==> config.mk <==
export PLATFORM = sky130hd
export DESIGN_NAME = muldiv_unit
export DESIGN_NICKNAME = d
export VERILOG_FILES = /design/src/rtl/muldiv_unit_pkg.sv /design/src/rtl/muldiv_unit_div.sv /design/src/rtl/muldiv_unit.sv
export SDC_FILE = /design/constraint.sdc
export NUM_CORES = 2
export LEC_CHECK = 0
export ABC_CLOCK_PERIOD_IN_PS = 14100
export BUFFER_PORTS_ARGS = -buffer_cell sky130_fd_sc_hd__clkbuf_2
export CORE_AREA = 2 2 393 395
export CTS_CLUSTER_DIAMETER = 30
export DETAILED_ROUTE_END_ITERATION = 8
export DIE_AREA = 0 0 395 397
export PLACE_DENSITY_LB_ADDON = 0.2
export SYNTH_ARGS = -nofsm -noshare
export SYNTH_HDL_FRONTEND = slang
export SYNTH_SLANG_ARGS = --single-unit
==> constraint.sdc <==
create_clock -name clk_in -period 14.1 [get_ports clk_in]
set_clock_uncertainty 0.1 [all_clocks]
set_input_delay 2.115 -clock clk_in [delete_from_list [all_inputs] [get_ports clk_in]]
set_output_delay 2.115 -clock clk_in [all_outputs]
set_load 0.02 [all_outputs]
==> src/rtl/muldiv_unit_pkg.sv <==
// muldiv_unit_pkg
// Shared definitions for the RV32M multiply/divide unit: funct3 encodings,
// FSM state encoding and small decode helpers. ROB_WIDTH is the global
// define shared with the rest of the core; a default is supplied here so
// that the unit also builds on its own.
`ifndef ROB_WIDTH
`define ROB_WIDTH 4
`endif

package muldiv_unit_pkg;

  localparam logic [2:0] OP_MUL    = 3'b000;
  localparam logic [2:0] OP_MULH   = 3'b001;
  localparam logic [2:0] OP_MULHSU = 3'b010;
  localparam logic [2:0] OP_MULHU  = 3'b011;
  localparam logic [2:0] OP_DIV    = 3'b100;
  localparam logic [2:0] OP_DIVU   = 3'b101;
  localparam logic [2:0] OP_REM    = 3'b110;
  localparam logic [2:0] OP_REMU   = 3'b111;

  typedef enum logic [1:0] {
    ST_IDLE = 2'd0,
    ST_MUL  = 2'd1,
    ST_DIV  = 2'd2,
    ST_FIX  = 2'd3
  } state_e;

  // Remainder flavours return the remainder instead of the quotient.
  function automatic logic isRemOp(input logic [2:0] f);
    return (f == OP_REM) || (f == OP_REMU);
  endfunction

  // Signed divide flavours: operands are two's complement.
  function automatic logic isSignedDivOp(input logic [2:0] f);
    return (f == OP_DIV) || (f == OP_REM);
  endfunction

  // Quotient-producing divide flavours.
  function automatic logic isQuotOp(input logic [2:0] f);
    return (f == OP_DIV) || (f == OP_DIVU);
  endfunction

endpackage

==> src/rtl/muldiv_unit_div.sv <==
// div_iter
// Iterative restoring divider on unsigned magnitudes. The start cycle loads
// the operands and already performs the first iteration, so after start plus
// XLEN-1 enabled steps the quotient/remainder are final and done_o is high.
// done_o stays high (and the results stay put) until the next start.
// Ports:
//   clk_in, rst_in  clock, asynchronous active-high reset
//   start_i         load dividend/divisor and run iteration 1
//   step_i          run one more iteration (ignored once done)
//   dividend_i      dividend magnitude
//   divisor_i       divisor magnitude (never zero when started)
//   done_o          all XLEN iterations complete
//   quotient_o      unsigned quotient
//   remainder_o     unsigned remainder
module div_iter
  import muldiv_unit_pkg::*;
#(
  parameter int XLEN = 32
) (
  input  logic            clk_in,
  input  logic            rst_in,
  input  logic            start_i,
  input  logic            step_i,
  input  logic [XLEN-1:0] dividend_i,
  input  logic [XLEN-1:0] divisor_i,
  output logic            done_o,
  output logic [XLEN-1:0] quotient_o,
  output logic [XLEN-1:0] remainder_o
);

  localparam int CW = $clog2(XLEN) + 1;

  logic [XLEN-1:0] rem_q, rem_d;
  logic [XLEN-1:0] quo_q, quo_d;
  logic [XLEN-1:0] dvs_q, dvs_d;
  logic [CW-1:0]   cnt_q, cnt_d;
  logic [XLEN-1:0] curRem, curQuo;
  logic [XLEN:0]   shifted, trial;

  assign done_o      = (cnt_q == CW'(XLEN));
  assign quotient_o  = quo_q;
  assign remainder_o = rem_q;

  // The quotient register doubles as the dividend shift register: each
  // iteration shifts its MSB into the partial remainder and the new
  // quotient bit into its LSB. The partial remainder is always below the
  // divisor, so one extra bit is enough to detect a failed subtraction.
  always_comb begin
    curRem  = start_i ? '0 : rem_q;
    curQuo  = start_i ? dividend_i : quo_q;
    dvs_d   = start_i ? divisor_i : dvs_q;
    shifted = {curRem, curQuo[XLEN-1]};
    trial   = shifted - {1'b0, dvs_d};
    rem_d   = rem_q;
    quo_d   = quo_q;
    cnt_d   = cnt_q;
    if (start_i || (step_i && !done_o)) begin
      if (!trial[XLEN]) begin
        rem_d = trial[XLEN-1:0];
        quo_d = {curQuo[XLEN-2:0], 1'b1};
      end else begin
        rem_d = shifted[XLEN-1:0];
        quo_d = {curQuo[XLEN-2:0], 1'b0};
      end
      cnt_d = start_i ? CW'(1) : cnt_q + CW'(1);
    end
  end

  always_ff @(posedge clk_in or posedge rst_in) begin
    if (rst_in) begin
      rem_q <= '0;
      quo_q <= '0;
      dvs_q <= '0;
      cnt_q <= '0;
    end else begin
      rem_q <= rem_d;
      quo_q <= quo_d;
      dvs_q <= dvs_d;
      cnt_q <= cnt_d;
    end
  end

endmodule

==> src/rtl/muldiv_unit.sv <==
// muldiv_unit
// RV32M execution unit. One op at a time is accepted from the reservation
// station; multiplies complete MUL_STAGES edges after acceptance, divides
// and remainders go through div_iter and a sign-fix cycle, and the
// divide-by-zero / signed-overflow cases complete one edge after acceptance.
// Results leave as a single-cycle pulse on the ALU result-bus protocol.
// Ports:
//   clk_in, rst_in     clock, asynchronous active-high reset
//   rdy_in             global ready; low freezes everything
//   clear              misprediction flush (qualified by rdy_in)
//   issue_valid/ready  issue handshake (ready = unit idle)
//   lhs, rhs, op       operands and funct3
//   rob_dep            destination ROB tag
//   ready, rob_id, value  result pulse; tag/value are zero when ready is low
`ifndef ROB_WIDTH
`define ROB_WIDTH 4
`endif

module muldiv_unit
  import muldiv_unit_pkg::*;
#(
  parameter int XLEN       = 32,
  parameter int ROB_WIDTH  = `ROB_WIDTH,
  parameter int MUL_STAGES = 2
) (
  input  logic                 clk_in,
  input  logic                 rst_in,
  input  logic                 rdy_in,
  input  logic                 clear,
  input  logic                 issue_valid,
  output logic                 issue_ready,
  input  logic [XLEN-1:0]      lhs,
  input  logic [XLEN-1:0]      rhs,
  input  logic [2:0]           op,
  input  logic [ROB_WIDTH-1:0] rob_dep,
  output logic                 ready,
  output logic [ROB_WIDTH-1:0] rob_id,
  output logic [XLEN-1:0]      value
);

  localparam int MCW = (MUL_STAGES > 1) ? $clog2(MUL_STAGES) : 1;
  localparam logic [XLEN-1:0] INT_MIN = {1'b1, {(XLEN-1){1'b0}}};

  state_e                state_q;
  logic [ROB_WIDTH-1:0]  rob_q;
  logic [XLEN-1:0]       lhs_q, rhs_q, res_q;
  logic [1:0]            mulOp_q;
  logic [MCW-1:0]        mulCnt_q;
  logic                  divRem_q, negQ_q, negR_q;

  logic                  accept;
  logic                  lhsNeg, rhsNeg;
  logic [XLEN-1:0]       lhsMag, rhsMag;
  logic                  divZero, divOvf;
  logic [XLEN-1:0]       specialVal;
  logic                  divStart, divStep, divDone;
  logic [XLEN-1:0]       divQuo, divRemRaw, divResult;
  logic                  aSign, bSign;
  logic [2*XLEN-1:0]     aWide, bWide, prod;
  logic [XLEN-1:0]       mulResult;

  assign issue_ready = (state_q == ST_IDLE);
  assign accept      = rdy_in && !clear && issue_valid && issue_ready;

  // Issue-side decode: operand magnitudes for the divider and the results
  // of the two special cases, which bypass the divider entirely.
  always_comb begin
    lhsNeg  = isSignedDivOp(op) && lhs[XLEN-1];
    rhsNeg  = isSignedDivOp(op) && rhs[XLEN-1];
    lhsMag  = lhsNeg ? -lhs : lhs;
    rhsMag  = rhsNeg ? -rhs : rhs;
    divZero = (rhs == '0);
    divOvf  = isSignedDivOp(op) && (lhs == INT_MIN) && (rhs == '1);
    if (divZero) begin
      specialVal = isQuotOp(op) ? '1 : lhs;
    end else begin
      specialVal = isRemOp(op) ? '0 : lhs;
    end
  end

  assign divStart = accept && op[2] && !divZero && !divOvf;
  assign divStep  = rdy_in && !clear && (state_q == ST_DIV);

  div_iter #(.XLEN(XLEN)) uDiv (
    .clk_in      (clk_in),
    .rst_in      (rst_in),
    .start_i     (divStart),
    .step_i      (divStep),
    .dividend_i  (lhsMag),
    .divisor_i   (rhsMag),
    .done_o      (divDone),
    .quotient_o  (divQuo),
    .remainder_o (divRemRaw)
  );

  assign divResult = divRem_q ? (negR_q ? -divRemRaw : divRemRaw)
                              : (negQ_q ? -divQuo : divQuo);

  // Operands are extended by one bit (sign or zero per variant) and then
  // sign-extended to the full product width; the low 2*XLEN bits of that
  // product are exact for every variant.
  always_comb begin
    aSign     = (mulOp_q != OP_MULHU[1:0]) && lhs_q[XLEN-1];
    bSign     = (mulOp_q == OP_MULH[1:0]) && rhs_q[XLEN-1];
    aWide     = {{XLEN{aSign}}, lhs_q};
    bWide     = {{XLEN{bSign}}, rhs_q};
    prod      = aWide * bWide;
    mulResult = (mulOp_q == OP_MUL[1:0]) ? prod[XLEN-1:0] : prod[2*XLEN-1:XLEN];
  end

  // Control FSM with registered result outputs. Completion edges return to
  // IDLE so a new op can be accepted during the result pulse; clear wins
  // over completion and over acceptance.
  always_ff @(posedge clk_in or posedge rst_in) begin
    if (rst_in) begin
      state_q  <= ST_IDLE;
      ready    <= 1'b0;
      rob_id   <= '0;
      value    <= '0;
      rob_q    <= '0;
      lhs_q    <= '0;
      rhs_q    <= '0;
      res_q    <= '0;
      mulOp_q  <= '0;
      mulCnt_q <= '0;
      divRem_q <= 1'b0;
      negQ_q   <= 1'b0;
      negR_q   <= 1'b0;
    end else if (rdy_in) begin
      ready  <= 1'b0;
      rob_id <= '0;
      value  <= '0;
      if (clear) begin
        state_q <= ST_IDLE;
      end else begin
        case (state_q)
          ST_IDLE: begin
            if (issue_valid) begin
              rob_q <= rob_dep;
              if (!op[2]) begin
                mulOp_q  <= op[1:0];
                lhs_q    <= lhs;
                rhs_q    <= rhs;
                mulCnt_q <= MCW'(MUL_STAGES - 1);
                state_q  <= ST_MUL;
              end else if (divZero || divOvf) begin
                res_q   <= specialVal;
                state_q <= ST_FIX;
              end else begin
                divRem_q <= isRemOp(op);
                negQ_q   <= lhsNeg ^ rhsNeg;
                negR_q   <= lhsNeg;
                state_q  <= ST_DIV;
              end
            end
          end
          ST_MUL: begin
            if (mulCnt_q == '0) begin
              ready   <= 1'b1;
              rob_id  <= rob_q;
              value   <= mulResult;
              state_q <= ST_IDLE;
            end else begin
              mulCnt_q <= mulCnt_q - MCW'(1);
            end
          end
          ST_DIV: begin
            if (divDone) begin
              res_q   <= divResult;
              state_q <= ST_FIX;
            end
          end
          ST_FIX: begin
            ready   <= 1'b1;
            rob_id  <= rob_q;
            value   <= res_q;
            state_q <= ST_IDLE;
          end
          default: state_q <= ST_IDLE;
        endcase
      end
    end
  end

endmodule

==> impl_metrics.env <==
export IMPL_rsz0062_at_grt="no"
export IMPL_yosys_register_bits=247
export IMPL_fin_nets=7326
export IMPL_ys_warn_count=0
export IMPL_overflow=0
export IMPL_synth_edf_count=0
export IMPL_synth_area_top_cells="fa_1 42%, dfrtp_1 12%, inv_1 8.9%"
export IMPL_synth_nets=7400
export IMPL_hold_violations=0
export IMPL_area_growth_pct=9.88
export IMPL_grt_pass1_wl_um=261000
export IMPL_synth_cell_area_um2=53200
export IMPL_clk_latency_ns=0.60
export IMPL_cts_tree="yes"
export IMPL_die_x_um=395
export IMPL_cts_buffers=75
export IMPL_post_cts_buffers=0
export IMPL_nFillCells=15700
export IMPL_synth_seq_area_share=0.116
export IMPL_fin_setup_tns_ns=0
export IMPL_slew_violations=0
export IMPL_slowest_delay_ns=0.75
export IMPL_synth_common_cells="1260 x inv_1, 1126 x fa_1, 942 x nand2_1"
export IMPL_gp_congestion=0.881
export IMPL_min_path_type="reg2reg"
export IMPL_initial_utilization=0.348
export IMPL_grt_use_total=0.214
export IMPL_antenna_found_initial=8
export IMPL_cp_buffers_inverters=5
export IMPL_synth_largest_area_cell="fa_1"
export IMPL_reg2regPathDepth=26
export IMPL_cp_end_kind="flip-flop"
export IMPL_setup_viol=0
export IMPL_dieHeight_um=397
export IMPL_slowest_stage="and2_1"
export IMPL_wire_per_inst_um=20.5
export IMPL_crit_path_max_fanout=21
export IMPL_place_inst=7840
export IMPL_pin_count=114
export IMPL_critPathRequiredTime_ns=14.50
export IMPL_r2r_start="mulOp_q[0]"
export IMPL_drtIter0Drc=2621
export IMPL_cpMostUsedCell="fa_1"
export IMPL_multi_input_area_um2=41000
export IMPL_seqCellArea_um2=6190
export IMPL_die_area_um2=157000
export IMPL_fin_cells=7981
export IMPL_coreArea_um2=153000
export IMPL_totalWireLength_um=164000
export IMPL_numPortBuffers=113
export IMPL_synthFlopType="dfrtp_1"
export IMPL_whs_ns=0.383
export IMPL_clkTransAtPathRegs_ns=0.04
export IMPL_cts_hold_buf=0
export IMPL_cts_sinks=247
export IMPL_vias=40600
export IMPL_synthArstFlopShare=1.00
export IMPL_outcome="finished, final reports clean"
export IMPL_synth_top_cell_area_share=0.424
export IMPL_cts_resized=0
export IMPL_avgSynthCellArea_um2=8.95
export IMPL_grt_start_max_net_pins=109
export IMPL_grt_pass1_vias=43200
export IMPL_drv_cap=0
export IMPL_worstSetupPathType="reg2reg"
export IMPL_startpoint_type="flip-flop"
export IMPL_critPathArrivalTime_ns=10.35
export IMPL_tightest_slew_ns=1.14
export IMPL_drc=0
export IMPL_fp_row_count=144
export IMPL_synthDistinctLibCells=80
export IMPL_hpwl_um=131000
export IMPL_fmax_mhz=101
export IMPL_synth_most_common_cell="inv_1"
export IMPL_cts_buffer_depth=3
export IMPL_cts_htree_levels=3
export IMPL_avgViaCountPerCell=5.09
export IMPL_layout_drive_gt1_share=0.0745
export IMPL_relSlewSlack=0.236
export IMPL_path_depth=26
export IMPL_fin_area_um2=58500
export IMPL_clk_root_buffer_cell="clkbuf_16"
export IMPL_placed_cell_area_um2=55700
export IMPL_finalCritPeriodShare=0.705
export IMPL_ant_nets=0
export IMPL_drt_pass1_iterations=9
export IMPL_crit_start="mulOp_q[0]"
export IMPL_cp_top_family="adder cells"
export IMPL_syn_inst=5947
export IMPL_min_period_ns=9.95
export IMPL_hp_start="rob_q[3]"
export IMPL_whs_path_depth=1
through the flow:
step | setup WS [ns] | utilization
after floorplan | 5.10 | -
after CTS | 4.19 | 0.382
after global routing | 3.63 | 0.382
after global placement | 4.41 | 0.364
after detailed placement | 4.21 | 0.364
final | 4.15 | 0.382
path summary, 6_finish.rpt:
path	endpoint	slack (ns)
hold / removal	rob_id[3]	0.38
setup / recovery	value[28]	4.15
hold reg to reg	rob_id[3]	0.38
setup reg to reg	value[28]	4.15
min in group asynchronous	uDiv.cnt_q[1]	1.58
max in group asynchronous	value[23]	10.70
placed cells by master, fill, tap and decap left out, drive strengths merged, types with 13 or more instances in the layout:
master and n:
a211oi 16, a21o 50, a21oi 174, a221o 21, a222oi 20, a22oi 25, a31oi 57, and2 309
and3 28, buf 89, bufinv 13, clkbuf 218, clkinv 13, dfrtp 247, fa 1126, ha 251
inv 1261, mux2 73, mux2i 13, nand2 942, nand2b 21, nand3 30, nand4 28, nor2 193
nor3 40, nor4 18, o211ai 43, o21ai 152, o21bai 15, o22ai 20, o31ai 42, o41ai 15
or2 17, or3 19, or4 19, xnor2 128, xor2 92
layout make-up:
| cell class | instances | area share |
|---|---|---|
| multi-input cells | 4087 | 0.701 |
| flip-flops and latches | 247 | 0.106 |
| inverters | 1260 | 0.0810 |
| well taps | 2044 | 0.0437 |
| clock buffers | 105 | 0.0379 |
| repair buffers | 202 | 0.0211 |
| clock inverters | 32 | 0.00916 |
| diodes | 4 | 0.000171 |
routing by layer:
layer,global-route usage,up-vias,share of wire,wire length [um]
li1,-,18000,-,-
met3,0.0204,203,0.045,7430
met5,0,-,0,0
met2,0.361,1017,0.48,79200
met4,0.0457,0,0.022,3670
met1,0.299,21400,0.45,73600
state kept, by name, summed over array words and instances (netlist names):
register / cells
lhs_q: 32
mulCnt_q: 1
uDiv.cnt_q: 6
rob_q: 4
uDiv.remainder_o: 32
uDiv.quotient_o: 32
mulOp_q: 2
negQ_q: 1
negR_q: 1
res_q: 32
state_q: 2
divRem_q: 1
rhs_q: 32
rob_id: 4
ready: 1
value: 32
uDiv.dvs_q: 32
cell families after synthesis:
family / after synthesis / synth area share
AOI/OAI and AO/OA: 713 / 0.0876
xor gates and xnor gates: 220 / 0.0362
adders and majority gates: 1377 / 0.483
buffers and inverters: 1613 / 0.114
DFF: 247 / 0.116
muxes: 86 / 0.0179
and+or+nand+nor: 1691 / 0.146
Power is left out: the tool's default activity adds up to more than one toggle a clock period on the data nets, which glitch-free logic cannot reach.
